[src/rtl/bmp_pkg.sv]
// ---------------------------------------------------------------------------
// bmp_pkg
//   Shared constants and types for the BMP header copier:
//   - BMP header size and the byte offsets of the fields we decode
//   - expected signature bytes ("BM")
//   - copier FSM state encoding
// ---------------------------------------------------------------------------
package bmp_pkg;

    localparam int HDR_SIZE       = 54;

    // Byte offsets of the decoded header fields (all little-endian)
    localparam int OFS_SIG0       = 0;
    localparam int OFS_SIG1       = 1;
    localparam int OFS_FILE_SIZE  = 2;
    localparam int OFS_PIX_OFFSET = 10;
    localparam int OFS_WIDTH      = 18;
    localparam int OFS_HEIGHT     = 22;
    localparam int OFS_BPP        = 28;

    // Last header byte the validation depends on (high byte of bpp)
    localparam int OFS_VALIDATE   = OFS_BPP + 1;

    localparam logic [7:0] SIG_B  = 8'h42;
    localparam logic [7:0] SIG_M  = 8'h4D;

    typedef enum logic [1:0] {
        ST_IDLE  = 2'd0,
        ST_COPY  = 2'd1,
        ST_DONE  = 2'd2,
        ST_ERROR = 2'd3
    } bmp_state_e;

endpackage

[src/rtl/bmp_le_field.sv]
// ---------------------------------------------------------------------------
// bmp_le_field
//   Little-endian byte-lane capture register. When a byte with address
//   BASE+b streams past (i_valid), it is loaded into lane b of the field.
//
//   Ports:
//     clk, rst_n    clock, async active-low reset
//     i_clear       synchronous clear (new transfer accepted)
//     i_valid       i_byte/i_addr carry a byte this cycle
//     i_addr        byte address of i_byte
//     i_byte        streamed byte
//     o_value       registered field value
//     o_value_next  field value including the byte arriving this cycle
// ---------------------------------------------------------------------------
module bmp_le_field #(
    parameter int ADDR_WIDTH = 20,
    parameter int BYTE_WIDTH = 8,
    parameter int BASE       = 0,
    parameter int NBYTES     = 4
) (
    input  logic                         clk,
    input  logic                         rst_n,
    input  logic                         i_clear,
    input  logic                         i_valid,
    input  logic [ADDR_WIDTH-1:0]        i_addr,
    input  logic [BYTE_WIDTH-1:0]        i_byte,
    output logic [NBYTES*BYTE_WIDTH-1:0] o_value,
    output logic [NBYTES*BYTE_WIDTH-1:0] o_value_next
);

    logic [NBYTES*BYTE_WIDTH-1:0] r_value;
    logic [NBYTES*BYTE_WIDTH-1:0] w_next;

    always_comb begin
        w_next = r_value;
        for (int b = 0; b < NBYTES; b++) begin
            if (i_valid && (i_addr == ADDR_WIDTH'(BASE + b))) begin
                w_next[b*BYTE_WIDTH +: BYTE_WIDTH] = i_byte;
            end
        end
    end

    always_ff @(posedge clk or negedge rst_n) begin
        if (!rst_n) begin
            r_value <= '0;
        end else if (i_clear) begin
            r_value <= '0;
        end else begin
            r_value <= w_next;
        end
    end

    assign o_value      = r_value;
    // Bypass lets the header check use a field whose last byte arrives now
    assign o_value_next = w_next;

endmodule

[src/rtl/bmp_header_copier.sv]
// ---------------------------------------------------------------------------
// bmp_header_copier
//   Copies a BMP file byte-for-byte from a synchronous ROM (1-cycle read
//   latency) to a RAM at the same address, decoding the header fields as they
//   pass and aborting the copy if the header is not acceptable.
//
//   Handshake: ROM_valid=1 with rom_addr requests a byte; ROM_odata holds it
//   exactly one cycle later, when it is forwarded as a RAM write
//   (RAM_valid/ram_addr/ram_data). There is no back-pressure on either side.
//
//   Ports:
//     clk, rst_n           clock, async active-low reset
//     start                single-cycle start (accepted in IDLE or ERROR)
//     ROM_valid, rom_addr  ROM read request
//     ROM_odata            ROM read data
//     RAM_valid, ram_addr, ram_data  RAM write
//     busy                 copy in progress
//     done                 one-cycle pulse after the last write
//     hdr_error            sticky header-invalid flag
//     file_size, pixel_offset, img_width, img_height, bits_per_pixel
//                          decoded header fields
// ---------------------------------------------------------------------------
module bmp_header_copier
    import bmp_pkg::*;
#(
    parameter int ADDR_WIDTH = 20,
    parameter int BYTE_WIDTH = 8,
    parameter int TOTAL_SIZE = 786486,
    parameter int REQ_BPP    = 24
) (
    input  logic                  clk,
    input  logic                  rst_n,
    input  logic                  start,
    output logic                  ROM_valid,
    output logic [ADDR_WIDTH-1:0] rom_addr,
    input  logic [BYTE_WIDTH-1:0] ROM_odata,
    output logic                  RAM_valid,
    output logic [ADDR_WIDTH-1:0] ram_addr,
    output logic [BYTE_WIDTH-1:0] ram_data,
    output logic                  busy,
    output logic                  done,
    output logic                  hdr_error,
    output logic [31:0]           file_size,
    output logic [31:0]           pixel_offset,
    output logic [31:0]           img_width,
    output logic [31:0]           img_height,
    output logic [15:0]           bits_per_pixel
);

    localparam logic [ADDR_WIDTH-1:0] LAST_ADDR = ADDR_WIDTH'(TOTAL_SIZE - 1);

    bmp_state_e r_state;
    bmp_state_e w_next_state;

    logic                  r_rom_valid;
    logic [ADDR_WIDTH-1:0] r_rom_addr;
    logic                  r_rd_pend;     // ROM data for r_ram_addr arrives now
    logic [ADDR_WIDTH-1:0] r_ram_addr;
    logic                  r_hdr_error;
    logic [BYTE_WIDTH-1:0] r_sig0;
    logic [BYTE_WIDTH-1:0] r_sig1;

    logic                  w_start_acc;
    logic                  w_check;
    logic                  w_hdr_bad;
    logic                  w_last_write;

    logic [4*BYTE_WIDTH-1:0] w_fsize_reg, w_fsize_next;
    logic [4*BYTE_WIDTH-1:0] w_pofs_reg,  w_pofs_next;
    logic [4*BYTE_WIDTH-1:0] w_width_reg, w_width_next;
    logic [4*BYTE_WIDTH-1:0] w_height_reg, w_height_next;
    logic [2*BYTE_WIDTH-1:0] w_bpp_reg,   w_bpp_next;

    // ------------------------------------------------------------------
    // Control decodes
    // ------------------------------------------------------------------
    assign w_start_acc  = start && ((r_state == ST_IDLE) || (r_state == ST_ERROR));
    assign w_check      = r_rd_pend && (r_ram_addr == ADDR_WIDTH'(OFS_VALIDATE));
    assign w_last_write = r_rd_pend && (r_ram_addr == LAST_ADDR);

    // The bpp high byte is on ROM_odata in the check cycle, so the bypassed
    // value is used; the other fields are complete well before.
    assign w_hdr_bad = w_check &&
                       ((r_sig0 != BYTE_WIDTH'(SIG_B)) ||
                        (r_sig1 != BYTE_WIDTH'(SIG_M)) ||
                        (w_bpp_next != (2*BYTE_WIDTH)'(REQ_BPP)) ||
                        (w_fsize_next != (4*BYTE_WIDTH)'(TOTAL_SIZE)));

    // ------------------------------------------------------------------
    // FSM
    // ------------------------------------------------------------------
    always_ff @(posedge clk or negedge rst_n) begin
        if (!rst_n) begin
            r_state <= ST_IDLE;
        end else begin
            r_state <= w_next_state;
        end
    end

    always_comb begin
        w_next_state = r_state;
        case (r_state)
            ST_IDLE:  if (start) w_next_state = ST_COPY;
            ST_COPY: begin
                // A header failure wins; it can only occur at address 29
                if (w_hdr_bad) begin
                    w_next_state = ST_ERROR;
                end else if (w_last_write) begin
                    w_next_state = ST_DONE;
                end
            end
            ST_DONE:  w_next_state = ST_IDLE;
            ST_ERROR: if (start) w_next_state = ST_COPY;
            default:  w_next_state = ST_IDLE;
        endcase
    end

    // ------------------------------------------------------------------
    // Read/write datapath
    // ------------------------------------------------------------------
    always_ff @(posedge clk or negedge rst_n) begin
        if (!rst_n) begin
            r_rom_valid <= 1'b0;
            r_rom_addr  <= '0;
            r_rd_pend   <= 1'b0;
            r_ram_addr  <= '0;
            r_hdr_error <= 1'b0;
            r_sig0      <= '0;
            r_sig1      <= '0;
        end else begin
            // Dropping r_rd_pend on a failed check discards the byte in flight
            r_rd_pend  <= r_rom_valid && !w_hdr_bad;
            r_ram_addr <= r_rom_addr;

            if (w_start_acc) begin
                r_rom_valid <= 1'b1;
                r_rom_addr  <= '0;
                r_hdr_error <= 1'b0;
                r_sig0      <= '0;
                r_sig1      <= '0;
            end else begin
                if (w_hdr_bad) begin
                    r_rom_valid <= 1'b0;
                    r_hdr_error <= 1'b1;
                end else if (r_rom_valid) begin
                    // Address saturates on the final request
                    if (r_rom_addr == LAST_ADDR) begin
                        r_rom_valid <= 1'b0;
                    end else begin
                        r_rom_addr <= r_rom_addr + 1'b1;
                    end
                end

                if (r_rd_pend && (r_ram_addr == ADDR_WIDTH'(OFS_SIG0))) begin
                    r_sig0 <= ROM_odata;
                end
                if (r_rd_pend && (r_ram_addr == ADDR_WIDTH'(OFS_SIG1))) begin
                    r_sig1 <= ROM_odata;
                end
            end
        end
    end

    // ------------------------------------------------------------------
    // Header field capture
    // ------------------------------------------------------------------
    bmp_le_field #(.ADDR_WIDTH(ADDR_WIDTH), .BYTE_WIDTH(BYTE_WIDTH),
                   .BASE(OFS_FILE_SIZE), .NBYTES(4)) u_file_size (
        .clk(clk), .rst_n(rst_n), .i_clear(w_start_acc), .i_valid(r_rd_pend),
        .i_addr(r_ram_addr), .i_byte(ROM_odata),
        .o_value(w_fsize_reg), .o_value_next(w_fsize_next)
    );

    bmp_le_field #(.ADDR_WIDTH(ADDR_WIDTH), .BYTE_WIDTH(BYTE_WIDTH),
                   .BASE(OFS_PIX_OFFSET), .NBYTES(4)) u_pixel_offset (
        .clk(clk), .rst_n(rst_n), .i_clear(w_start_acc), .i_valid(r_rd_pend),
        .i_addr(r_ram_addr), .i_byte(ROM_odata),
        .o_value(w_pofs_reg), .o_value_next(w_pofs_next)
    );

    bmp_le_field #(.ADDR_WIDTH(ADDR_WIDTH), .BYTE_WIDTH(BYTE_WIDTH),
                   .BASE(OFS_WIDTH), .NBYTES(4)) u_img_width (
        .clk(clk), .rst_n(rst_n), .i_clear(w_start_acc), .i_valid(r_rd_pend),
        .i_addr(r_ram_addr), .i_byte(ROM_odata),
        .o_value(w_width_reg), .o_value_next(w_width_next)
    );

    bmp_le_field #(.ADDR_WIDTH(ADDR_WIDTH), .BYTE_WIDTH(BYTE_WIDTH),
                   .BASE(OFS_HEIGHT), .NBYTES(4)) u_img_height (
        .clk(clk), .rst_n(rst_n), .i_clear(w_start_acc), .i_valid(r_rd_pend),
        .i_addr(r_ram_addr), .i_byte(ROM_odata),
        .o_value(w_height_reg), .o_value_next(w_height_next)
    );

    bmp_le_field #(.ADDR_WIDTH(ADDR_WIDTH), .BYTE_WIDTH(BYTE_WIDTH),
                   .BASE(OFS_BPP), .NBYTES(2)) u_bpp (
        .clk(clk), .rst_n(rst_n), .i_clear(w_start_acc), .i_valid(r_rd_pend),
        .i_addr(r_ram_addr), .i_byte(ROM_odata),
        .o_value(w_bpp_reg), .o_value_next(w_bpp_next)
    );

    // ------------------------------------------------------------------
    // Outputs
    // ------------------------------------------------------------------
    assign ROM_valid = r_rom_valid;
    assign rom_addr  = r_rom_addr;
    assign RAM_valid = r_rd_pend;
    assign ram_addr  = r_ram_addr;
    assign ram_data  = r_rd_pend ? ROM_odata : '0;
    assign busy      = (r_state == ST_COPY);
    assign done      = (r_state == ST_DONE);
    assign hdr_error = r_hdr_error;

    // Fields use the bypassed value so the last header byte is visible in
    // the cycle it arrives; after that the bypass equals the register.
    assign file_size      = 32'(w_fsize_next);
    assign pixel_offset   = 32'(w_pofs_next);
    assign img_width      = 32'(w_width_next);
    assign img_height     = 32'(w_height_next);
    assign bits_per_pixel = 16'(w_bpp_next);

    // Registered copies are kept for visibility of the stored state
    logic w_unused;
    assign w_unused = ^{w_fsize_reg, w_pofs_reg, w_width_reg, w_height_reg, w_bpp_reg};

endmodule
[config.mk]
export PLATFORM = sky130hd
export DESIGN_NAME = bmp_header_copier
export DESIGN_NICKNAME = d
export VERILOG_FILES = /design/src/rtl/bmp_pkg.sv /design/src/rtl/bmp_le_field.sv /design/src/rtl/bmp_header_copier.sv
export SDC_FILE = /design/constraint.sdc
export NUM_CORES = 1
export LEC_CHECK = 0
export CAP_MARGIN = 20
export CORE_MARGIN = 3
export CORE_UTILIZATION = 55
export DETAILED_ROUTE_END_ITERATION = 10
export PLACE_DENSITY = 0.95
export SYNTH_ARGS = -nofsm -noshare
export SYNTH_HDL_FRONTEND = slang
export SYNTH_SLANG_ARGS = --single-unit
[constraint.sdc]
create_clock -name clk -period 5.4 [get_ports clk]
set_input_delay 1.35 -clock clk [delete_from_list [all_inputs] [get_ports clk]]
set_output_delay 1.35 -clock clk [all_outputs]
set_load 0.02 [all_outputs]
==> results of run 1 <==
[worst register-to-register path, stage by stage, from the launching register on]
cell	delay [ps]
dfrtp_1	460
nor4_2	610
nand3_1	280
nor4_4	600
mux2_2	440
a2111oi_2	410
a31oi_2	140
buf_4	270
or4_1	550
a21oi_1	180
[cells by family after synthesis]
logic type	after synthesis	synth area share (%)
AOI/OAI and AO/OA	84	5.35
muxes	136	15.5
DFF	205	52.4
adders and majority gates	4	0.511
and+or+nand+nor	391	23.7
buffers and inverters	64	2.53
[through the flow]
| stage | utilization (%) | setup WS, ps | power, mW |
|---|---|---|---|
| 6_report | 74.8 | 179 | 5.35 |
| 5_1_grt | 74.8 | 56.1 | 5.54 |
| 4_1_cts | 74.8 | 120 | 5.33 |
| 3_5_place_dp | 69.9 | 650 | 3.58 |
| 3_3_place_gp | 69.9 | 679 | 3.53 |
| 2_1_floorplan | - | 1230 | 2.90 |
[placed cells by master, fill, tap and decap left out, types with 11 or more instances in the layout]
| cell type | count |
|---|---|
| nand2_1 | 89 |
| o21ai_0 | 12 |
| or4_1 | 11 |
| dfrtp_1 | 205 |
| clkdlybuf4s50_1 | 206 |
| nor4_1 | 12 |
| buf_4 | 24 |
| nand3_1 | 20 |
| nand4_1 | 14 |
| and2_1 | 140 |
| a21oi_1 | 46 |
| clkbuf_16 | 23 |
| nor2_1 | 25 |
| mux2_2 | 128 |
| nor3_1 | 13 |
[synthesized netlist by cell type (2+ instances only)]
cell / count
nor4_2: 6
nand4b_1: 2
o22ai_1: 2
inv_1: 7
clkbuf_1: 52
nor3b_1: 2
or4_1: 11
a31oi_1: 2
nand3_1: 20
a21o_1: 2
and2_1: 140
ha_1: 4
nand2b_1: 5
o21ai_0: 12
nor3_2: 4
nor4b_1: 4
mux2_2: 128
o31ai_1: 9
or3_1: 9
nor2b_1: 5
buf_2: 3
or4_4: 3
mux2i_1: 8
nor4_4: 2
nor4bb_1: 4
dfrtp_1: 205
nor2_1: 26
nand2_1: 90
a21oi_1: 46
or4b_1: 2
nor3_1: 13
and3_1: 6
nand4_1: 14
nor4_1: 12
and4_1: 3
[power breakdown]
group	total (mW)	internal [mW]	leakage [nW]	switching [mW]
Clock	1.73	1.11	0.416	0.616
Sequential	1.87	1.72	2.81	0.143
Combinational	1.76	0.746	2.73	1.01
Total	5.35	3.58	5.96	1.77
[final cells by class]
class                      count  area, um2  area share (%)
clock buffer                  33        683            5.26
multi-input combinational    615       4430            34.1
timing repair buffer         232       2280            17.5
clock inverter                 7        160            1.23
tap                          225        282            2.17
inverter                       7       26.3           0.202
sequential                   205       5130            39.5
[path summary, 6_finish.rpt]
kind / slack (ps) / depth (start not counted) / to
min in group asynchronous: 920 / 1 / u_file_size.o_value[13]$_DFF_PN0_
worst max register to register: 1370 / 9 / rom_addr[13]$_DFFE_PN0P_
max in group asynchronous: 3410 / 2 / u_img_height.o_value[20]$_DFF_PN0_
worst min-delay path: 460 / 0 / ram_addr[4]$_DFF_PN0_
worst min register to register: 460 / 0 / ram_addr[4]$_DFF_PN0_
worst max-delay path: 180 / 6 / img_height[27]
[metal layers]
metal / vias to the layer above / share of wire (%)
met4: 0 / 4.3
met5: - / 0
met3: 96 / 8.4
li1: 3485 / -
met2: 439 / 50
met1: 4007 / 37
[flip-flops by register name, summed over array words and instances (netlist names)]
register	flops
r_sig1	8
r_state	2
u_bpp.o_value	16
ram_addr	20
RAM_valid	1
r_sig0	8
u_img_width.o_value	32
rom_addr	20
u_img_height.o_value	32
u_pixel_offset.o_value	32
ROM_valid	1
hdr_error	1
u_file_size.o_value	32
==> reports/results.ini, run 1 <==
[global_route]
grt_pass1_vias=8310
grt-ovfl-total=0
grtUsageMet2_pct=51.3
gr-max-usage-layer=met2
gr-usage-met1_pct=36.8
grt_max_degree=114
grt_use_met3_pct=5.81
grt_pass1_wl_um=46700
antenna_found_initial=0
gr-usage-all-layers_pct=29.9

[critical_path]
critPathBufInv=1
critPathSlowestCell=nor3_2
cpPeakStageDelay_ps=760
cp.required_ps=4050
critPathMaxFanout=8
crit_path_start_kind=flip-flop
cp_top_family=simple AND/OR/NAND/NOR gates
crit_chain=or4_1, nor3_4, nand2b_1, nor3_2, mux2_2, clkdlybuf4s50_1
endpoint_kind=primary output
r2r_start=ram_addr[19]$_DFF_PN0_
path_class=reg2out
crit_path_start=ram_addr[9]$_DFF_PN0_
crit_arrival_ps=3870

[worst_hold_path]
hold_path.class=reg2reg
hp-start=rom_addr[4]$_DFFE_PN0P_

[timing]
max-slew-margin-rel_pct=43.0
rsz0062_at_grt=no
period_needed_ps=5220
period_share_pct=96.7
setup_viol=0
clock_skew_ps=21.0
finalMaxSlewViolations=0
tightest_slew_ps=855
setup_tns_ps=0
holdWs_ps=462
final_hold_viol_count=0
fmax_mhz=192

[clock_tree]
cts_resized=0
htreeDepth=1
clock-sinks=205
clk_transition_reported_paths_ps=60
cts_buffer_depth=3
cts_root_buf=clkbuf_16
clock_latency_ps=510
post-cts-setup-buffers=0
ctsHoldBuffers=0
tritoncts=built
numCtsBuffers=22

[detailed_routing]
post_drt_wl_per_cell_um=22.4
routed_wl_um=29700
postRouteAntennaNets=0
via_per_inst=6.06
drc=0
drtIter0Drc=634
dr_total_vias=8027
first_pass_iters=5

[logic_synthesis]
syn_area_um2=9800
syn_inst=884
synth_area_leaders=dfrtp_1 (52%), mux2_2 (15%), and2_1 (8.9%)
synth_top_area_share_pct=52.4
synth_area_per_cell_um2=11.1
synth_cell_types=56
synth-edff-count=0
synth_top_area_cell=dfrtp_1
ys_async_sr_fraction_pct=100
yosysWarningCount=0
synthesis.nets=899
synth_flop_cell=dfrtp_1
synth_seq_cells=205
seq_area_frac_synth_pct=52.4

[die]
die_x_um=139
ioPinCount=208
dieArea_um2=19500
rows=48
die-height_um=139
initial_core_util_pct=56.5
core_area_um2=17400

[pwr]
peakVddDrop_uv=266
p_leak_nw=5.96
power.density_nw_per_um2=412

[placed_design]
portBuffers=207
place_area_um2=12100
dp_hpwl_um=19100
dpl.cell_count=1284
place_congestion=0.953

[layout]
syn_to_final_growth_pct=32.5
fin_cells=1324
final_area_um2=13000
num_antenna_cells=0
fillCellCount=1058
drive_above_1_share_pct=19.7
nets=1098

[run_status]
outcome=completed

[job]
cap_violations=0

Note: power is estimated with default switching activity, not from simulation.
==> run 2, diff against run 1 <==
--- a/config.mk
+++ b/config.mk
@@ -5,6 +5,7 @@
 export SDC_FILE = /design/constraint.sdc
 export NUM_CORES = 1
 export LEC_CHECK = 0
+export ABC_AREA = 0
 export CAP_MARGIN = 20
 export CORE_MARGIN = 3
 export CORE_UTILIZATION = 55
==> results of run 2 <==
No change in the layout: final DEF, timing and power equal those of run 1.
